--- config.mk ---
export PLATFORM = sky130hd
export DESIGN_NAME = vga_sync_monitor
export DESIGN_NICKNAME = d
export VERILOG_FILES = /design/src/rtl/vga_sync_monitor.sv
export SDC_FILE = /design/constraint.sdc
export NUM_CORES = 1
export LEC_CHECK = 0
export CAP_MARGIN = 0
export CELL_PAD_IN_SITES_DETAIL_PLACEMENT = 1
export CELL_PAD_IN_SITES_GLOBAL_PLACEMENT = 1
export CORE_MARGIN = 1.5
export CORE_UTILIZATION = 46
export CTS_CLUSTER_DIAMETER = 200
export DETAILED_ROUTE_END_ITERATION = 8
export PLACE_DENSITY = 0.86
export SYNTH_ARGS = -nofsm -noshare
export SYNTH_HDL_FRONTEND = slang
export SYNTH_SLANG_ARGS = --single-unit
--- constraint.sdc ---
create_clock -name clk -period 4.5 [get_ports clk]
set_clock_uncertainty 0.2 [all_clocks]
set_input_delay 0.675 -clock clk [delete_from_list [all_inputs] [get_ports clk]]
set_output_delay 0.675 -clock clk [all_outputs]
set_load 0.02 [all_outputs]
--- src/rtl/vga_sync_monitor.sv ---
// vga_sync_monitor: VGA sync timing monitor, pixel extractor and lock FSM.
// Define FRAME_CHECKSUM_EN to enable the per-frame pixel checksum.
module vga_sync_monitor #(
  parameter int H_SYNC  = 96,
  parameter int H_BACK  = 48,
  parameter int H_ACT   = 640,
  parameter int H_TOTAL = 800,
  parameter int V_SYNC  = 2,
  parameter int V_BACK  = 33,
  parameter int V_ACT   = 480,
  parameter int V_TOTAL = 525
) (
  input  logic        clk,
  input  logic        rst,
  input  logic        pix_ce,
  input  logic        h_sync,
  input  logic        v_sync,
  input  logic        r_in,
  input  logic        g_in,
  input  logic        b_in,
  output logic        de,
  output logic [9:0]  x_pos,
  output logic [8:0]  y_pos,
  output logic        r_q,
  output logic        g_q,
  output logic        b_q,
  output logic        frame_start,
  output logic        locked,
  output logic        h_err,
  output logic        v_err,
  output logic [15:0] frame_sum,
  output logic        sum_valid
);

  localparam logic [9:0] CMAX = '1;
  localparam logic [9:0] H_LO = 10'(H_SYNC + H_BACK);
  localparam logic [9:0] H_HI = 10'(H_SYNC + H_BACK + H_ACT - 1);
  localparam logic [9:0] V_LO = 10'(V_SYNC + V_BACK);
  localparam logic [9:0] V_HI = 10'(V_SYNC + V_BACK + V_ACT - 1);
  localparam logic [9:0] H_END = 10'(H_TOTAL - 1);
  localparam logic [9:0] V_END = 10'(V_TOTAL - 1);
  localparam logic [9:0] H_SW = 10'(H_SYNC);
  localparam logic [9:0] V_SW = 10'(V_SYNC);

  typedef enum logic [1:0] {
    SEARCH,
    VERIFY,
    LOCKED
  } state_t;

  state_t st, st_nxt;

  logic       s_vld;
  logic       hs_s, vs_s;
  logic       hs_p, vs_p;
  logic [2:0] rgb_s;

  logic [9:0] h_cnt, v_cnt;
  logic [9:0] h_low, v_low;
  logic       h_seen;
  logic       armed;
  logic       bad, bad_nxt;

  logic       adv;
  logic       h_fall, v_fall;
  logic [9:0] h_inc, v_inc;
  logic [9:0] h_nxt, v_nxt;
  logic       h_sat, v_sat;
  logic       line_bad, frm_bad;
  logic       h_err_n, v_err_n;
  logic       de_n;

  // Input sample register plus one sample of sync history for edges.
  always_ff @(posedge clk) begin
    if (rst) begin
      s_vld <= 1'b0;
      hs_s  <= 1'b1;
      vs_s  <= 1'b1;
      hs_p  <= 1'b1;
      vs_p  <= 1'b1;
      rgb_s <= '0;
    end else if (pix_ce) begin
      s_vld <= 1'b1;
      hs_p  <= hs_s;
      vs_p  <= vs_s;
      hs_s  <= h_sync;
      vs_s  <= v_sync;
      rgb_s <= {r_in, g_in, b_in};
    end
  end

  // Next counter values and timing checks for the registered sample.
  always_comb begin
    adv    = pix_ce & s_vld;
    h_fall = hs_p & ~hs_s;
    v_fall = vs_p & ~vs_s;
    h_inc  = (h_cnt == CMAX) ? CMAX : h_cnt + 10'd1;
    v_inc  = (v_cnt == CMAX) ? CMAX : v_cnt + 10'd1;
    h_nxt  = h_fall ? '0 : h_inc;
    if (v_fall)
      v_nxt = '0;
    else if (h_fall)
      v_nxt = v_inc;
    else
      v_nxt = v_cnt;
    h_sat = ~h_fall & (h_cnt == CMAX - 10'd1);
    v_sat = ~v_fall & h_fall
          & (v_cnt == CMAX - 10'd1);
    line_bad = h_fall & h_seen & armed
             & ((h_cnt != H_END) | (h_low != H_SW));
    frm_bad = v_fall & armed
            & ((v_cnt != V_END) | (v_low != V_SW));
    h_err_n = line_bad | h_sat;
    v_err_n = frm_bad;
    de_n = (h_nxt >= H_LO) & (h_nxt <= H_HI)
         & (v_nxt >= V_LO) & (v_nxt <= V_HI);
  end

  // Position counters, sync-width counters and check arming.
  always_ff @(posedge clk) begin
    if (rst) begin
      h_cnt  <= '0;
      v_cnt  <= '0;
      h_low  <= '0;
      v_low  <= '0;
      h_seen <= 1'b0;
      armed  <= 1'b0;
    end else if (adv) begin
      h_cnt <= h_nxt;
      v_cnt <= v_nxt;
      if (h_fall)
        h_low <= 10'd1;
      else if (~hs_s && h_low != CMAX)
        h_low <= h_low + 10'd1;
      if (v_fall)
        v_low <= {9'd0, h_fall};
      else if (~vs_s && h_fall && v_low != CMAX)
        v_low <= v_low + 10'd1;
      if (h_sat)
        h_seen <= 1'b0;
      else if (h_fall)
        h_seen <= 1'b1;
      if (v_sat)
        armed <= 1'b0;
      else if (v_fall)
        armed <= 1'b1;
    end
  end

  // Lock FSM state and per-frame error flag registers.
  always_ff @(posedge clk) begin
    if (rst) begin
      st  <= SEARCH;
      bad <= 1'b0;
    end else if (adv) begin
      st  <= st_nxt;
      bad <= bad_nxt;
    end
  end

  // Lock FSM next state; sync loss overrides everything.
  always_comb begin
    st_nxt  = st;
    bad_nxt = bad;
    if (v_fall)
      bad_nxt = 1'b0;
    else if (h_err_n)
      bad_nxt = 1'b1;
    unique case (st)
      SEARCH: begin
        if (v_fall)
          st_nxt = VERIFY;
      end
      VERIFY: begin
        if (v_fall && !bad && !h_err_n && !v_err_n)
          st_nxt = LOCKED;
      end
      LOCKED: begin
        if (h_err_n || v_err_n)
          st_nxt = SEARCH;
      end
      default: st_nxt = SEARCH;
    endcase
    if (h_sat || v_sat)
      st_nxt = SEARCH;
  end

  assign locked = (st == LOCKED);

  // Registered pixel outputs and single-cycle event pulses.
  always_ff @(posedge clk) begin
    if (rst) begin
      de          <= 1'b0;
      x_pos       <= '0;
      y_pos       <= '0;
      r_q         <= 1'b0;
      g_q         <= 1'b0;
      b_q         <= 1'b0;
      frame_start <= 1'b0;
      h_err       <= 1'b0;
      v_err       <= 1'b0;
    end else begin
      frame_start <= 1'b0;
      h_err       <= 1'b0;
      v_err       <= 1'b0;
      if (adv) begin
        de          <= de_n;
        x_pos       <= de_n ? h_nxt - H_LO : '0;
        y_pos       <= de_n ? 9'(v_nxt - V_LO) : '0;
        r_q         <= de_n & rgb_s[2];
        g_q         <= de_n & rgb_s[1];
        b_q         <= de_n & rgb_s[0];
        frame_start <= v_fall;
        h_err       <= h_err_n;
        v_err       <= v_err_n;
      end
    end
  end

`ifdef FRAME_CHECKSUM_EN
  logic [15:0] acc;

  // Accumulate active pixel colours; publish at each frame start.
  always_ff @(posedge clk) begin
    if (rst) begin
      acc       <= '0;
      frame_sum <= '0;
      sum_valid <= 1'b0;
    end else begin
      sum_valid <= 1'b0;
      if (adv) begin
        if (v_fall) begin
          frame_sum <= acc;
          sum_valid <= 1'b1;
          acc <= de_n ? {13'd0, rgb_s} : '0;
        end else if (de_n) begin
          acc <= acc + {13'd0, rgb_s};
        end
      end
    end
  end
`else
  assign frame_sum = '0;
  assign sum_valid = 1'b0;
`endif

endmodule

# Word-level counts from Yosys, hierarchy flattened
# Index checks and enable logic that the tools add are counted.
# word_totals
input_bits	8
wordCells	119
reg_bits	79
out_inout_bits	44
# op_classes
reduce_logical	24
muxes	22
eq_ne	15
n_addsub	6
magnitude_cmp	4
bitwise_logic	25
# ops
operator	n
$mux W10	10
$add A10 B1 Y10 const B	4
$eq A10 B10 Y1 const B	4
$ne A10 B10 Y1 const B	4
$le A10 B10 Y1 const B	2
$and A1 B1 Y1	17
$ge A10 B6 Y1 const B	1
$ge A10 B8 Y1 const B	1
$ne A10 B2 Y1 const B	1
$ne A10 B7 Y1 const B	1
$reduce_and A2 Y1	5
$reduce_bool A2 Y1	5
$sub A10 B8 Y10 const B	1
$mux W9	1
$sub A9 B6 Y9 const B	1
$mux W2	4
$logic_and A1 B1 Y1	6
$mux W1	6
$ne A3 B3 Y1 const B	2
$pmux W2 S3	1
$not A1 Y1	5
$reduce_and A4 Y1	1
$logic_not A1 Y1	3
$ne A3 B1 Y1 const B	1
6 further kinds	9

# Depth between registers and ports, before layout
# Gate-level depths: netlist of run 1.
# logic_depth
word_depth	12
ltp_mapped	14
ltp_nobuf	13

# Least setup slack after synthesis of run 1
# No wires, ideal clock.
# synth_path
path_type	register to register
start	register h_cnt[1]
end	register x_pos[2]
setup_slack_ns	1.454
required_time_ns	4.233
n_path_buf	1
period_less_slack_ns	3.046
arrival_time_ns	2.779
setup_time_ns	0.067
path_stages_with_launch	13
path_cell_list	dfxtp_1 -> ha_1 -> nand3_2 -> xnor2_1 -> o21ai_0 -> ha_1 -> a21oi_1 -> a31o_2 -> o311a_1 -> a211oi_2 -> nand3_2 -> buf_6 -> o21ai_2
# synth_via
elab_chain_len	8
word_cells_on_any_way	11
cone_classes	2 x add/sub; 2 x order compare; 1 x eq/ne; 3 x mux; 3 x bitwise
# synth_rtl
element	line	source
start: declaration	58	logic [9:0] h_cnt, v_cnt;
start signal: assignment	129	h_cnt <= h_nxt;
$add A10 B1 Y10 / $eq A10 B10 Y1 (equally long branches)	97	h_inc = (h_cnt == CMAX) ? CMAX : h_cnt + 10'd1;
$mux W10 *	97	
$mux W10 *	99	h_nxt = h_fall ? '0 : h_inc;
$ge A10 B8 Y1 / $le A10 B10 Y1 (equally long branches)	115	de_n = (h_nxt >= H_LO) & (h_nxt <= H_HI)
$and A1 B1 Y1	115	
$and A1 B1 Y1 (2 in series)	116	& (v_nxt >= V_LO) & (v_nxt <= V_HI);
$mux W10 *	208	x_pos <= de_n ? h_nxt - H_LO : '0;
end signal: assignment	208	
end: declaration	22	output logic [9:0] x_pos,
# Every way passes the cells marked *; elsewhere a longest branch is shown, timed or not.
# A chain may end at the register's enable or synchronous reset.

# Worst setup path after layout of run 1
# layout_path
start	register v_cnt[1]
end	register y_pos[2]
# layout_via
elab_chain_len	8
word_cells_on_any_way	11
cone_classes	2 x add/sub; 2 x order compare; 1 x eq/ne; 4 x mux; 2 x bitwise
# layout_rtl
element	line	source
start: declaration	58	
start signal: assignment	130	v_cnt <= v_nxt;
$eq A10 B10 Y1 *	98	v_inc = (v_cnt == CMAX) ? CMAX : v_cnt + 10'd1;
$mux W10 *	98	
$mux W10 *	102	else if (h_fall)
$mux W10 *	100	if (v_fall)
net v_nxt[0]	67	logic [9:0] h_nxt, v_nxt;
$ge A10 B6 Y1	116	
$and A1 B1 Y1 (2 in series)	116	
$mux W9 *	209	y_pos <= de_n ? 9'(v_nxt - V_LO) : '0;
end signal: assignment	209	
end: declaration	23	output logic [8:0] y_pos,
# Mark *: on every way through the listed nets, which the timed path passes. The rest lies on a longest branch.

==> results_dict.tcl, run 1 <==
set metrics [dict create \
    place_congestion 0.871 \
    clock_latency_ns 0.36 \
    tightest_slew_ns 0.814 \
    grt_max_degree 35 \
    regArea_um2 1580 \
    dp.final_hpwl_mm 9.03 \
    internal_power_uw 1040 \
    layout-drive-gt1-share_pct 11.5 \
    pre_cts_slack_ns 0.724 \
    power_density_nw_per_um2 272 \
    p_comb_share_pct 6.6 \
    ys_async_sr_fraction_pct 0 \
    p_total_uw 1390 \
    multi_input_area_um2 2670 \
    clock-root-buffer "clkbuf_8" \
    cts_resized 0 \
    numClockSinks 79 \
    routed_via_density 5.73 \
    syn_inst 557 \
    swShare_pct 25.1 \
    fin_tns_setup_ns 0 \
    seqPwrFrac_pct 51.7 \
    grt_pass1_vias 4155 \
    worst-setup-path-type "flip-flop to flip-flop" \
    totalWireLength_mm 12.5 \
    crit_path_end_kind "flip-flop" \
    cts_setup_buffers 0 \
    instances_no_fill 715 \
    fin_nets 600 \
    cts_max_path_buffers 2 \
    slew_viol_final 0 \
    drt_iter0_markers 145 \
    ys_ff_latch 79 \
    min_period_ns 3.76 \
    dr_wl_met3_um 403 \
    hold_viol_final 0 \
    placed_cells 700 \
    outcome "finished, final reports clean" \
    highest_layer "met4" \
    fmax_ghz 0.266 \
    cts_hold_repair.buffers 0 \
    routedWlPerCell_um 17.5 \
    slew_headroom_pct 45.0 \
    dr_total_vias 4096 \
    setup_viol 0 \
    port_buffers 34 \
    required_ns 4.55 \
    htreeDepth 3 \
    synth_top_area_cell "dfxtp_1" \
    grtUsageTotal_pct 25.3 \
    overflow 0 \
    drc 0 \
    fp.coreArea_um2 9730 \
    n_antenna_cell 0 \
    peakVddDrop_mv 0.134 \
    holdWs_ns 0.255 \
    maxCapViolations 0 \
    antenna_found_initial 0 \
    io-pin-count 52 \
    synth_area_um2 4580 \
    cts_inserted_buffers 9 \
    drt_first_pass_iters 4 \
    grt_pass1_wl_mm 20.7 \
    startpoint_type "flip-flop" \
    clkPwrFrac_pct 41.7 \
    detail-route-antenna-nets 0 \
    synth_top_flop_cell "dfxtp_1" \
    synth_edf_count 0 \
    rsz0062_at_grt "false" \
    rows 36 \
    synth.avg_cell_area_um2 8.22 \
    synth_cell_types 77 \
    p_leak_uw 0.00184 \
    fin_crit_sh_pct 83.7 \
    met2_length_mm 6.33 \
    cts_tree "yes" \
    die_area_um2 10600 \
    synth_warnings 0 \
    fp.dieW_um 103 \
    worst_ep_arrival_time_ns 3.81 \
    synthTopCellsByArea "dfxtp_1 35%, nand2_1 6.2%, nor2_1 4.3%" \
    clk_pin_slew_ns 0.09 \
    finalWorstSetupSlack_ns 0.736 \
    initial_utilization_pct 47.0 \
    met1Wirelength_mm 5.54 \
    p_sw_uw 348 \
    syn_to_final_growth_pct 11.7 \
    synth_seq_area_share_pct 34.6 \
    die_y_um 103 \
    min_path_type "flip-flop to flip-flop" \
    fill_cells 1206 \
    synth_top_area_share_pct 34.6 \
    critPathMaxFanout 21 \
]
-- kinds of logic after synthesis --
logic type                 Yosys count  share of synthesized area, %
DFF                                 79                          34.6
other                                1                        0.0819
AOI/OAI and AO/OA                  125                          19.7
adders and majority gates           14                          3.83
xor gates and xnor gates            23                          4.40
and+or+nand+nor                    233                          26.4
buffers and inverters               70                          8.39
muxes                               12                          2.68
-- cells in the final DEF, fill, tap and decap left out, drive strengths merged, types with 4 or more instances in the layout --
master / n
nor2: 54
xnor2: 13
a41oi: 5
or3: 5
a211oi: 10
conb: 17
and4: 4
a21oi: 37
nand2: 77
nand4: 15
nor2b: 4
nand3: 22
clkinv: 4
xor2: 10
dfxtp: 79
clkbuf: 9
ha: 14
mux2i: 10
nand4b: 4
nor4: 10
clkdlybuf4s50: 34
and2: 6
o21ai: 38
nor3: 12
inv: 21
buf: 8
-- metal layers --
layer,vias up,GRT usage [%]
met4,0,9.77
met2,73,43.9
li1,1972,-
met5,-,0
met1,2028,31.3
met3,23,4.68
-- per-stage QoR --
step	area [µm²]	utilization (%)
after floorplan	4640	-
after global placement	4900	50.4
after detailed placement	4900	50.4
after CTS	5110	52.5
after global routing	5110	52.5
final	5110	52.5
-- worst paths after layout --
kind / end / slack [ns] / start / cells past startpoint
worst max-delay path: y_pos[2] / 0.74 / v_cnt[1] / 11
worst min-delay path: x_pos[0] / 0.25 / x_pos[0] / 2
worst max register to register: y_pos[2] / 0.74 / v_cnt[1] / 11
worst min register to register: x_pos[0] / 0.25 / x_pos[0] / 2
-- power by group through the flow --
| stage | combinational [µW] | clock, µW | sequential (µW) |
|---|---|---|---|
| 2_1_floorplan | 81.5 | 0 | 727 |
| 3_3_place_gp | 86.6 | 0 | 733 |
| 3_5_place_dp | 90.2 | 0 | 734 |
| 4_1_cts | 91.6 | 593 | 717 |
| 5_1_grt | 101 | 624 | 719 |
| 6_report | 91.7 | 579 | 717 |
-- cell type report --
class | instances | share of cell area [%]
clock buffers | 9 | 2.42
well taps | 133 | 3.26
flip-flops and latches | 79 | 30.9
clock inverters | 6 | 1.69
inverters | 22 | 1.62
repair buffers | 42 | 7.83
multi-input cells | 424 | 52.3
-- sequential cells by signal, summed over array words and instances, names as in the netlist, 2 cells and up --
signal  cells
v_low      10
x_pos      10
st          2
y_pos       9
h_cnt      10
h_low      10
v_cnt      10
rgb_s       3
-- synth_stat cells, types with 8 or more instances --
master and count:
nand4_1 15, mux2i_1 10, a211oi_1 9, nor4_1 8
a21oi_1 37, xor2_1 10, o21ai_0 17, nand3_1 18
inv_1 21, buf_4 17, ha_1 14, nor2_1 53
nor3_1 12, nand2_1 76, clkbuf_1 17, xnor2_1 13
o21ai_2 19, dfxtp_1 79
-- critical path: stages (launching register included) --
cell and delay (ns):
dfxtp_1 0.66, ha_1 0.31, nand3_1 0.13, o311ai_0 0.74
and2_1 0.34, inv_1 0.10, ha_1 0.21, nor2b_1 0.23
o41ai_4 0.14, nand3_2 0.11, buf_4 0.34, o21ai_1 0.12
Note: power is estimated with default switching activity, not from simulation.
==> run 2: changes to the inputs <==
--- a/config.mk
+++ b/config.mk
@@ -9,10 +9,10 @@
 export CELL_PAD_IN_SITES_DETAIL_PLACEMENT = 1
 export CELL_PAD_IN_SITES_GLOBAL_PLACEMENT = 1
 export CORE_MARGIN = 1.5
-export CORE_UTILIZATION = 46
+export CORE_UTILIZATION = 42
 export CTS_CLUSTER_DIAMETER = 200
 export DETAILED_ROUTE_END_ITERATION = 8
-export PLACE_DENSITY = 0.86
+export PLACE_DENSITY = 0.8
 export SYNTH_ARGS = -nofsm -noshare
 export SYNTH_HDL_FRONTEND = slang
 export SYNTH_SLANG_ARGS = --single-unit
==> constraint.sdc (replaced) <==
create_clock -name clk -period 3.7 [get_ports clk]
set_clock_uncertainty 0.2 [all_clocks]
set_input_delay 0.555 -clock clk [delete_from_list [all_inputs] [get_ports clk]]
set_output_delay 0.555 -clock clk [all_outputs]
set_load 0.02 [all_outputs]
==> run 2 against run 1 <==
Worst hold slack better by 0.0047 ns. Wire length decreased by 0.56%. Maximum frequency is 8.7% higher. Sequential share of layout area down 0.92 points. Non-clock buffer count grew 16. Largest power group unchanged.
==> results_dict.tcl, run 2 (synthesis gave the netlist of run 1 again) <==
set metrics [dict create \
    outcome "finished, final reports clean" \
    grt_max_degree 35 \
    slew_headroom_pct 51.2 \
    fp.coreArea_um2 10500 \
    p_leak_uw 0.00193 \
    grt_pass1_wl_mm 21.0 \
    min_path_type "flip-flop to flip-flop" \
    cts_max_path_buffers 2 \
    worst_ep_arrival_time_ns 3.56 \
    rows 37 \
    startpoint_type "flip-flop" \
    p_sw_uw 430 \
    finalWorstSetupSlack_ns 0.235 \
    layout-drive-gt1-share_pct 14.0 \
    pre_cts_slack_ns 0.0377 \
    drc 0 \
    holdWs_ns 0.260 \
    numClockSinks 79 \
    die_y_um 107 \
    final_cell_mix "79 x dfxtp_1, 76 x nand2_1, 53 x nor2_1, 37 x a21oi_1, 34 x clkdlybuf4s50_1" \
    fmax_ghz 0.289 \
    overflow 0 \
    final_common_cell "dfxtp_1" \
    slew_viol_final 0 \
    detail-route-antenna-nets 0 \
    fin_nets 616 \
    cts_tree "yes" \
    htreeDepth 3 \
    dp.final_hpwl_mm 9.13 \
    grt_pass1_vias 4275 \
    internal_power_uw 1350 \
    routedWlPerCell_um 16.9 \
    peakVddDrop_mv 0.185 \
    tightest_slew_ns 0.727 \
    cts_inserted_buffers 9 \
    totalWireLength_mm 12.4 \
    port_buffers 34 \
    routed_via_density 5.61 \
    dr_total_vias 4118 \
    fp.dieW_um 107 \
    power_density_nw_per_um2 337 \
    grtUsageTotal_pct 22.8 \
    initial_utilization_pct 43.7 \
    drt_iter0_markers 140 \
    clkPwrFrac_pct 44.1 \
    clock-root-buffer "clkbuf_8" \
    setup_viol 0 \
    place_congestion 0.880 \
    maxCapViolations 0 \
    critPathMaxFanout 17 \
    worst-setup-path-type "flip-flop to flip-flop" \
    clk_pin_slew_ns 0.09 \
    required_ns 3.79 \
    p_comb_share_pct 7.1 \
    crit_path_end_kind "flip-flop" \
    seqPwrFrac_pct 48.8 \
    swShare_pct 24.2 \
    drt_first_pass_iters 4 \
    placed_cells 719 \
    instances_no_fill 734 \
    hold_viol_final 0 \
    clock_latency_ns 0.36 \
    die_area_um2 11500 \
    syn_to_final_growth_pct 15.1 \
    min_period_ns 3.46 \
    n_antenna_cell 0 \
    io-pin-count 52 \
    fin_crit_sh_pct 93.6 \
    antenna_found_initial 0 \
]
run 2: area by class of cell:
type	instances	area, µm²
fill	1309	5190
multi-input combinational	424	2680
sequential	79	1580
timing repair buffer	58	520
tap	136	170
clock buffer	10	128
clock inverter	5	106
inverter	22	82.6
run 2: timing repair:
item,in CTS,in global routing
gates resized for setup,1,2
setup buffers,0,0
setup endpoints to repair,3,21
hold buffers,0,0
run 2: routing by layer:
metal  global-route usage [%]  vias up  part of all wire [%]
met5                        0        -                     0
met4                     7.61        0                   1.8
met3                     3.51       17                   3.1
met2                     40.0       80                    50
met1                     28.4     2009                    45
li1                         -     2012                     -
run 2: stage by stage:
step | TNS [ns] | utilization, % | cell area [µm²] | total power (µW)
6_report | 0 | 50.4 | 5270 | 1770
5_1_grt | -0.0239 | 50.4 | 5270 | 1840
4_1_cts | 0 | 50.3 | 5260 | 1800
3_5_place_dp | 0 | 48.0 | 5030 | 1010
3_3_place_gp | 0 | 48.0 | 5030 | 1010
2_1_floorplan | 0 | - | 4640 | 983
run 2: critical path, cell delays in order, from the launching register on:
cell and delay, ns:
dfxtp_1 0.49, ha_1 0.32, nand3_2 0.19, nor3_2 0.32, o21ai_2 0.16, inv_1 0.13, ha_1 0.19, nand3_1 0.08
nor2_1 0.11, a221oi_1 0.10, a21bo_2 0.25, a211oi_2 0.31, nand3_2 0.12, buf_4 0.25, o21ai_2 0.16
run 2: path summary, 6_finish.rpt:
kind                 start       end  slack, ns  cells past startpoint
hold / removal    y_pos[4]  y_pos[4]       0.26                      2
setup reg to reg  h_cnt[0]  x_pos[6]       0.24                     14
setup / recovery  h_cnt[0]  x_pos[6]       0.24                     14
hold reg to reg   y_pos[4]  y_pos[4]       0.26                      2
run 2: power by group through the flow:
stage	logic, µW	registers, µW	clock network (µW)
after floorplan	99.1	884	0
after global placement	121	885	0
after detailed placement	124	886	0
after CTS	125	866	810
after global routing	138	868	837
final	126	866	783
==> run 3: changes to the inputs <==
--- a/config.mk
+++ b/config.mk
@@ -13,6 +13,7 @@
 export CTS_CLUSTER_DIAMETER = 200
 export DETAILED_ROUTE_END_ITERATION = 8
 export PLACE_DENSITY = 0.8
+export SKIP_LAST_GASP = 1
 export SYNTH_ARGS = -nofsm -noshare
 export SYNTH_HDL_FRONTEND = slang
 export SYNTH_SLANG_ARGS = --single-unit
==> results of run 3 <==
Same layout as run 2: the final DEF is identical, and so are final timing and power.
